### src/rtl/vga_mode_pkg.sv
// Shared types and constants for the VGA mode-switch sequencer.
package vga_mode_pkg;

    // Field width used by the ordering checker; timing fields up to 16 bits are supported.
    localparam int MODE_FW = 16;

    localparam logic [MODE_FW-1:0] MIN_WIDTH = 16;

    typedef enum logic [1:0] {
        ST_IDLE       = 2'd0,
        ST_RUN        = 2'd1,
        ST_WAIT_FRAME = 2'd2,
        ST_HOLD       = 2'd3
    } state_e;

    typedef struct packed {
        logic [MODE_FW-1:0] width;
        logic [MODE_FW-1:0] porch;
        logic [MODE_FW-1:0] synch;
        logic [MODE_FW-1:0] raw;
    } mode_t;

endpackage

### src/rtl/vga_mode_check.sv
// Combinational ordering check for one timing axis: MIN_WIDTH < width < porch < synch < raw.
module vga_mode_check
    import vga_mode_pkg::*;
(
    input  mode_t mode,
    output logic  ok
);

    assign ok = (mode.width > MIN_WIDTH) &&
                (mode.porch > mode.width) &&
                (mode.synch > mode.porch) &&
                (mode.raw   > mode.synch);

endmodule

### src/rtl/vga_mode_ctrl.sv
// Mode-switch sequencer: latches requested timing, applies it on a frame boundary, resets the core.
// Define VGA_MODE_CHECK_EN to reject requests whose timing fields are not strictly ordered.
module vga_mode_ctrl
    import vga_mode_pkg::*;
#(
    parameter int HW          = 12,
    parameter int VW          = 12,
    parameter int HOLD_CYCLES = 4,
    parameter int TW          = 24
) (
    input  logic          i_pixclk,
    input  logic          i_reset_n,
    input  logic          i_mode_valid,
    output logic          o_mode_ready,
    input  logic [HW-1:0] i_hm_width,
    input  logic [HW-1:0] i_hm_porch,
    input  logic [HW-1:0] i_hm_synch,
    input  logic [HW-1:0] i_hm_raw,
    input  logic [VW-1:0] i_vm_height,
    input  logic [VW-1:0] i_vm_porch,
    input  logic [VW-1:0] i_vm_synch,
    input  logic [VW-1:0] i_vm_raw,
    input  logic          i_newframe,
    output logic [HW-1:0] o_hm_width,
    output logic [HW-1:0] o_hm_porch,
    output logic [HW-1:0] o_hm_synch,
    output logic [HW-1:0] o_hm_raw,
    output logic [VW-1:0] o_vm_height,
    output logic [VW-1:0] o_vm_porch,
    output logic [VW-1:0] o_vm_synch,
    output logic [VW-1:0] o_vm_raw,
    output logic          o_vga_reset,
    output logic          o_mode_err,
    output logic          o_timeout,
    output logic          o_active
);

    localparam logic [1:0] S_IDLE       = ST_IDLE;
    localparam logic [1:0] S_RUN        = ST_RUN;
    localparam logic [1:0] S_WAIT_FRAME = ST_WAIT_FRAME;
    localparam logic [1:0] S_HOLD       = ST_HOLD;

    localparam logic [7:0] HOLD_LOAD = 8'(HOLD_CYCLES - 1);

    typedef struct packed {
        logic [HW-1:0] width;
        logic [HW-1:0] porch;
        logic [HW-1:0] synch;
        logic [HW-1:0] raw;
    } h_set_t;

    typedef struct packed {
        logic [VW-1:0] height;
        logic [VW-1:0] porch;
        logic [VW-1:0] synch;
        logic [VW-1:0] raw;
    } v_set_t;

    logic [1:0]    state_q, state_d;
    logic [7:0]    hold_q;
    logic [TW-1:0] wd_q;
    h_set_t        req_h, shadow_h, applied_h;
    v_set_t        req_v, shadow_v, applied_v;
    logic          accept, req_ok;
    logic          load_shadow, apply_req, apply_shadow;
    logic          err_d, timeout_d;

    assign req_h  = '{i_hm_width, i_hm_porch, i_hm_synch, i_hm_raw};
    assign req_v  = '{i_vm_height, i_vm_porch, i_vm_synch, i_vm_raw};
    assign accept = i_mode_valid && o_mode_ready;

`ifdef VGA_MODE_CHECK_EN
    mode_t chk_h, chk_v;
    logic  h_ok, v_ok;

    assign chk_h = '{MODE_FW'(i_hm_width),  MODE_FW'(i_hm_porch), MODE_FW'(i_hm_synch), MODE_FW'(i_hm_raw)};
    assign chk_v = '{MODE_FW'(i_vm_height), MODE_FW'(i_vm_porch), MODE_FW'(i_vm_synch), MODE_FW'(i_vm_raw)};

    vga_mode_check u_check_h (.mode(chk_h), .ok(h_ok));
    vga_mode_check u_check_v (.mode(chk_v), .ok(v_ok));

    assign req_ok = h_ok && v_ok;
`else
    assign req_ok = 1'b1;
`endif

    // NOTE: every signal driven here gets a default first so no path leaves it unassigned (no latches).
    always_comb begin
        state_d      = state_q;
        load_shadow  = 1'b0;
        apply_req    = 1'b0;
        apply_shadow = 1'b0;
        err_d        = 1'b0;
        timeout_d    = 1'b0;
        case (state_q)
            S_IDLE, S_RUN: begin
                if (accept) begin
                    if (req_ok) begin
                        load_shadow = 1'b1;
                        apply_req   = (state_q == S_IDLE);
                        state_d     = (state_q == S_IDLE) ? S_HOLD : S_WAIT_FRAME;
                    end else begin
                        err_d = 1'b1;
                    end
                end
            end
            S_WAIT_FRAME: begin
                // A frame boundary wins over a simultaneous watchdog expiry.
                if (i_newframe) begin
                    apply_shadow = 1'b1;
                    state_d      = S_HOLD;
                end else if (wd_q == '1) begin
                    apply_shadow = 1'b1;
                    timeout_d    = 1'b1;
                    state_d      = S_HOLD;
                end
            end
            S_HOLD: begin
                if (hold_q == '0) state_d = S_RUN;
            end
            default: state_d = S_IDLE;
        endcase
    end

    // NOTE: sequential state uses non-blocking assignments so every register samples pre-edge values.
    always_ff @(posedge i_pixclk or negedge i_reset_n) begin
        if (!i_reset_n) begin
            state_q    <= S_IDLE;
            hold_q     <= '0;
            wd_q       <= '0;
            o_mode_err <= 1'b0;
            o_timeout  <= 1'b0;
        end else begin
            state_q    <= state_d;
            o_mode_err <= err_d;
            o_timeout  <= timeout_d;
            wd_q       <= (state_q == S_WAIT_FRAME) ? wd_q + 1'b1 : '0;
            if (state_d == S_HOLD && state_q != S_HOLD)
                hold_q <= HOLD_LOAD;
            else if (state_q == S_HOLD)
                hold_q <= hold_q - 1'b1;
        end
    end

    // NOTE: the shadow set is reset too, so a reset reliably discards any pending request.
    always_ff @(posedge i_pixclk or negedge i_reset_n) begin
        if (!i_reset_n) begin
            shadow_h  <= '0;
            shadow_v  <= '0;
            applied_h <= '0;
            applied_v <= '0;
        end else begin
            if (load_shadow) begin
                shadow_h <= req_h;
                shadow_v <= req_v;
            end
            if (apply_req) begin
                applied_h <= req_h;
                applied_v <= req_v;
            end else if (apply_shadow) begin
                applied_h <= shadow_h;
                applied_v <= shadow_v;
            end
        end
    end

    assign o_mode_ready = (state_q == S_IDLE) || (state_q == S_RUN);
    assign o_active     = (state_q == S_RUN);
    assign o_vga_reset  = (state_q == S_IDLE) || (state_q == S_HOLD);

    assign o_hm_width  = applied_h.width;
    assign o_hm_porch  = applied_h.porch;
    assign o_hm_synch  = applied_h.synch;
    assign o_hm_raw    = applied_h.raw;
    assign o_vm_height = applied_v.height;
    assign o_vm_porch  = applied_v.porch;
    assign o_vm_synch  = applied_v.synch;
    assign o_vm_raw    = applied_v.raw;

endmodule
### config.mk
export PLATFORM = sky130hd
export DESIGN_NAME = vga_mode_ctrl
export DESIGN_NICKNAME = d
export VERILOG_FILES = /design/src/rtl/vga_mode_pkg.sv /design/src/rtl/vga_mode_check.sv /design/src/rtl/vga_mode_ctrl.sv
export SDC_FILE = /design/constraint.sdc
export NUM_CORES = 1
export LEC_CHECK = 0
export BUFFER_PORTS_ARGS = -buffer_cell sky130_fd_sc_hd__buf_2
export CAP_MARGIN = 20
export CORE_MARGIN = 2
export CORE_UTILIZATION = 50
export DETAILED_ROUTE_END_ITERATION = 10
export PLACE_DENSITY = 0.81
export SYNTH_ARGS = -nofsm -noshare
export SYNTH_HDL_FRONTEND = slang
export SYNTH_SLANG_ARGS = --single-unit
export TNS_END_PERCENT = 5
### constraint.sdc
create_clock -name i_pixclk -period 3.04 [get_ports i_pixclk]
set_input_delay 0.608 -clock i_pixclk [delete_from_list [all_inputs] [get_ports i_pixclk]]
set_output_delay 0.608 -clock i_pixclk [all_outputs]
set_load 0.05 [all_outputs]
-- Word level (Yosys, flattened, before mapping)
Index checks and enable logic that the tools add are counted.
- memories: 0
- bits in read-only memories: 0
- register bits: 227
- latch bits: 0
- bits in writable memories: 0
- word-level logic and storage cells: 59
- mux-type cells: 22
- bitwise gates (word level): 0
- equality and inequality tests: 6
- $mul: 0
- order comparisons: 0
- div/mod/pow operators: 0
- $add $sub $neg: 2
- shift operators: 0
- reduce and logical (&&, ||, !) cells: 9
- operator list (kind ; count):
    two-way mux 48 bit ; 4
    adder 24 x 1 -> 24 bit (second input constant) ; 1
    == test 24 bit (second input constant) ; 1
    two-way mux 24 bit ; 1
    two-way mux 8 bit ; 2
    two-way mux 1 bit ; 10
    zero test 8 bit ; 1
    two-way mux 2 bit ; 4
    subtractor 8 x 1 -> 8 bit (second input constant) ; 1
    == test 2 bit (second input constant) ; 3
    case mux 2 bit (3 select lines) ; 1
    nonzero test 2 bit ; 2
    == test 2 x 1 -> 1 bit (second input constant) ; 1
    logical AND 1 bit ; 2
    zero test 2 bit ; 1
    logical OR 1 bit ; 2
    inequality test 2 bit (second input constant) ; 1
    OR reduction 2 bit ; 1

-- Logic depth before layout (Yosys ltp)
- depth after elaboration: 8
- mapped depth: 8
- depth with buffers taken out: 6

-- Worst setup path before layout
No wires, ideal clock.
- path type: reg-to-reg
- start: reg state_q[0]
- end: reg shadow_h[12] (netlist bit)
- setup slack: 0.567 ns
- cell stages (with the launch flop): 6
- setup time: 0.125 ns
- path buffers: 2
- period minus slack after synthesis: 2.473 ns
- arrival: 2.349 ns
- cell sequence: dfrtp_1 ha_1 o21ai_1 clkbuf_1 buf_1 mux2_2
- word-level cells in the longest chain between the ends: 5
- elaborated cells between the ends (all ways): 7
- RTL lines (what ; RTL line ; RTL):
    start: declaration ; vga_mode_ctrl.sv:59 ; logic [1:0] state_q, state_d;
    start signal: assignment ; vga_mode_ctrl.sv:134 ; state_q <= state_d;
    == test 2 x 1 -> 1 bit (*) ; - ;
    named net o_active ; vga_mode_ctrl.sv:35 ; output logic o_active
    logical OR 1 bit ; vga_mode_ctrl.sv:167 ; assign o_mode_ready = (state_q == S_IDLE) || (state_q == S_RUN);
    logical AND 1 bit ; vga_mode_ctrl.sv:70 ; assign accept = i_mode_valid && o_mode_ready;
    two-way mux 1 bit ; vga_mode_ctrl.sv:97 ; if (accept) begin
    two-way mux 1 bit (*) ; vga_mode_ctrl.sv:95 ; case (state_q)
    end signal: assignment ; vga_mode_ctrl.sv:154 ; shadow_h <= req_h;
    end: declaration ; vga_mode_ctrl.sv:62 ; h_set_t req_h, shadow_h, applied_h;
Mark *: on every way through the listed nets, which the timed path passes. The rest lies on a longest branch.
A chain may end at the register's enable or synchronous reset.

-- Final worst setup path
- start: reg wd_q[0]
- end: reg applied_h (netlist bit o_hm_synch[8])
- word-level cells in the longest chain between the ends: 5
- RTL lines (what ; RTL line ; RTL):
    start: declaration ; vga_mode_ctrl.sv:61 ; logic [TW-1:0] wd_q;
    start signal: assignment ; vga_mode_ctrl.sv:137 ; wd_q <= (state_q == S_WAIT_FRAME) ? wd_q + 1'b1 : '0;
    == test 24 bit ; vga_mode_ctrl.sv:112 ; end else if (wd_q == '1) begin
    two-way mux 1 bit ; vga_mode_ctrl.sv:112 ;
    two-way mux 1 bit ; vga_mode_ctrl.sv:109 ; if (i_newframe) begin
    two-way mux 1 bit ; vga_mode_ctrl.sv:95 ;
    nonzero test 2 bit (no line) ; - ;
    end signal: assignment ; vga_mode_ctrl.sv:158 ; applied_h <= req_h;
    end signal: assignment ; vga_mode_ctrl.sv:161 ; applied_h <= shadow_h;
    end: declaration ; vga_mode_ctrl.sv:62 ;
No other way between the ends.

==> run_results.csv <==
group,metric,value,unit
detailed_routing,drtAntennaViolNets,0,
critical_path,crit_buf_inv,1,
detailed_routing,drc,0,
clocking,cts_tree,"built",
clocking,cts_resized,0,
floorplanning,die_h,146,um
worst_hold_path,min_path_type,"in2async",
global_route,grt_pass1_vias,6723,
clocking,clkSinkCount,227,
synthesis,synth_top_flop_cell,"dfrtp_1",
pwr,comb_power_share,0.421,
final_layout,fill_cells,1491,
clocking,cts_made_buffers,24,
critical_path,end_kind,"flop",
critical_path,critPathTopFamily,"simple AND/OR/NAND/NOR gates",
detailed_routing,num_vias,6305,
detailed_routing,wl_per_cell,17.2,um
sta,setup_slack,0.364,ns
floorplanning,io-pin-count,201,
pwr,p_switching,5.54,mW
place,dpl_cell_area,11400,um2
final_layout,final_layout_size_suffix_gt1_frac,0.582,
sta,fin_crit_sh,0.880,
pwr,power.share.switching,0.393,
critical_path,path_max_fanout,56,
critical_path,critPathKind,"reg2reg",
sta,timing.hold.ws,0.0798,ns
final_layout,final_cell_area,12300,um2
pwr,leakage,5.67,nW
floorplanning,coreArea,19600,um2
pwr,p_clk_frac,0.221,
place,place_ws,0.386,ns
synthesis,synth_seq_cells,227,
global_route,grt_pass1_wl,33900,um
sta,fmax,374,MHz
critical_path,crit_path_top_delay_cell,"or3_1",
detailed_routing,firstDrtPassIters,4,
clocking,clockBufferDepth,3,
synthesis,synth_top_area_cell,"dfrtp_1",
place,hpwl,13100,um
sta,finalMaxSlewViolations,0,
critical_path,crit_path_max_incr_delay,0.55,ns
synthesis,synth_area_leaders,"dfrtp_1 56%, mux2_2 31%, mux2_1 1.2%, xnor2_1 0.87%, clkbuf_1 0.86%",
synthesis,async_flop_share,1.00,
global_route,grt_max_degree,78,
critical_path,required,3.43,ns
detailed_routing,first_iter_violations,230,
run,cap_violations,0,
synthesis,synthTopCellsByCount,"277 x mux2_2, 227 x dfrtp_1, 23 x clkbuf_1, 17 x nor2_1, 15 x a21oi_1",
floorplanning,rows,51,
sta,tns,0,ns
synthesis,yosysSeqAreaShare,0.564,
global_route,antenna_found_initial,3,
critical_path,r2r_slack,0.36,ns
sta,setup-violations-final,0,
floorplanning,die_w,146,um
pwr,fin_total_pwr,14.1,mW
synthesis,synth_most_common_cell,"mux2_2",
global_route,track_usage,0.192,
synthesis,syn_inst,703,
detailed_routing,wl,20400,um
place,port_buffers,199,
sta,slew_headroom,0.520,
synthesis,synth_nets,809,
clocking,root_buffer,"clkbuf_16",
clocking,hold_buffers,0,
synthesis,synth_area,10100,um2
sta,rsz0062_at_grt,"no",
sta,finalHoldViolations,0,
critical_path,path_cells,"ha_1 -> nand3_1 -> or3_1 -> o31ai_4 -> buf_12 -> mux2_2",
floorplanning,die_area,21300,um2
pwr,seq_power_share,0.358,
synthesis,yosys_warnings,0,
floorplanning,start_util,0.514,
global_route,grt_remaining_overflow,0,
critical_path,crit_arrival,3.07,ns
synthesis,synth_edf_count,0,
synthesis,synth_top_area_share,0.564,
synthesis,syn_area_per_cell,14.3,um2
detailed_routing,via_per_inst,5.31,
pwr,vdd_drop_max,0.812,mV
clocking,clkLatencyLatePin,0.51,ns
synthesis,synthDistinctLibCells,43,
clocking,post_cts.repair.setup_buffers,0,
sta,worst_clock_skew,0.0176,ns
clocking,htree_levels,1,
critical_path,startpoint_type,"flop",
sta,layout_min_cycle_time,2.68,ns
outcome,status,"complete, no violations",
pwr,p_int,8.57,mW
sta,worstMarginPinSlew,0.715,ns
place,place_congestion,0.758,
final_layout,nNetsFinal,1007,
clocking,cts.clk_slew.worst_paths,0.06,ns
final_layout,syn2layout_area_growth,21.9,%
pwr,pwr_density_cell,1150,nW/um2
==> power groups by stage <==
stage | Sequential (mW) | Combinational, mW | Clock [mW]
2_1_floorplan | 7.22 | 2.40 | 0
3_3_place_gp | 4.99 | 5.83 | 0
3_5_place_dp | 5.07 | 5.97 | 0
4_1_cts | 5.04 | 6.00 | 3.20
5_1_grt | 5.22 | 6.28 | 3.33
6_report | 5.05 | 5.95 | 3.12
==> state kept, by name, indices dropped and copies added (netlist names) <==
register / flops
hold_q: 8
o_vm_height: 12
shadow_h: 48
o_vm_synch: 12
wd_q: 24
shadow_v: 48
o_timeout: 1
o_hm_porch: 12
o_vm_raw: 12
o_hm_width: 12
state_q: 2
o_hm_raw: 12
o_hm_synch: 12
o_vm_porch: 12
==> cells by family (layout without fill, tap and decap cells) <==
family / after synthesis / after routing / share of synthesized area
xor+xnor: 18 / 18 / 0.0157
mux: 289 / 289 / 0.323
simple gates: 76 / 76 / 0.0414
buf+inv: 48 / 264 / 0.0227
other cells: 1 / 4 / 0.000373
compound gates: 38 / 38 / 0.0247
fa+ha+maj: 6 / 6 / 0.00746
flops: 227 / 227 / 0.564
==> routing by layer <==
layer,track usage,share of wire
met4,0.0642,0.024
met5,0,0
met1,0.242,0.43
met3,0.0489,0.064
met2,0.324,0.49
==> path summary, 6_finish.rpt <==
kind,start,end,cells after the start
hold / removal,i_reset_n,o_hm_raw[7]$_DFFE_PN0P_,1
min in group i_pixclk,i_hm_width[8],shadow_h[44]$_DFFE_PN0P_,2
setup / recovery,wd_q[0]$_DFF_PN0_,o_hm_synch[8]$_DFFE_PN0P_,6
max in group asynchronous,i_reset_n,shadow_v[2]$_DFFE_PN0P_,2
hold reg to reg,o_hm_raw[9]$_DFFE_PN0P_,o_hm_raw[9]$_DFFE_PN0P_,1
setup reg to reg,wd_q[0]$_DFF_PN0_,o_hm_synch[8]$_DFFE_PN0P_,6
==> cell type report <==
class	instances	area, um2	area share
Antenna cell	3	7.51	0.000612
Clock buffer	31	677	0.0552
Timing Repair Buffer	210	1180	0.0959
Inverter	10	37.5	0.00306
Tap cell	265	332	0.0270
Multi-Input combinational cell	428	4170	0.340
Clock inverter	13	184	0.0150
Sequential cell	227	5680	0.463
==> layout by cell type, fill, tap and decap left out, drive strengths merged, types with 7 or more instances in the layout <==
cell	count
nand3	8
clkbuf	31
mux2	288
nand2	13
buf	210
dfrtp	227
o21ai	7
xor2	8
a21oi	15
xnor2	10
inv	10
nor2	17
==> per-stage QoR <==
step                 util  instances
floorplan               -        703
detailed placement  0.582       1140
CTS                 0.626       1184
global route        0.626       1187
global placement    0.582       1140
finish              0.626       1187
(Power assumes the default switching activity.)
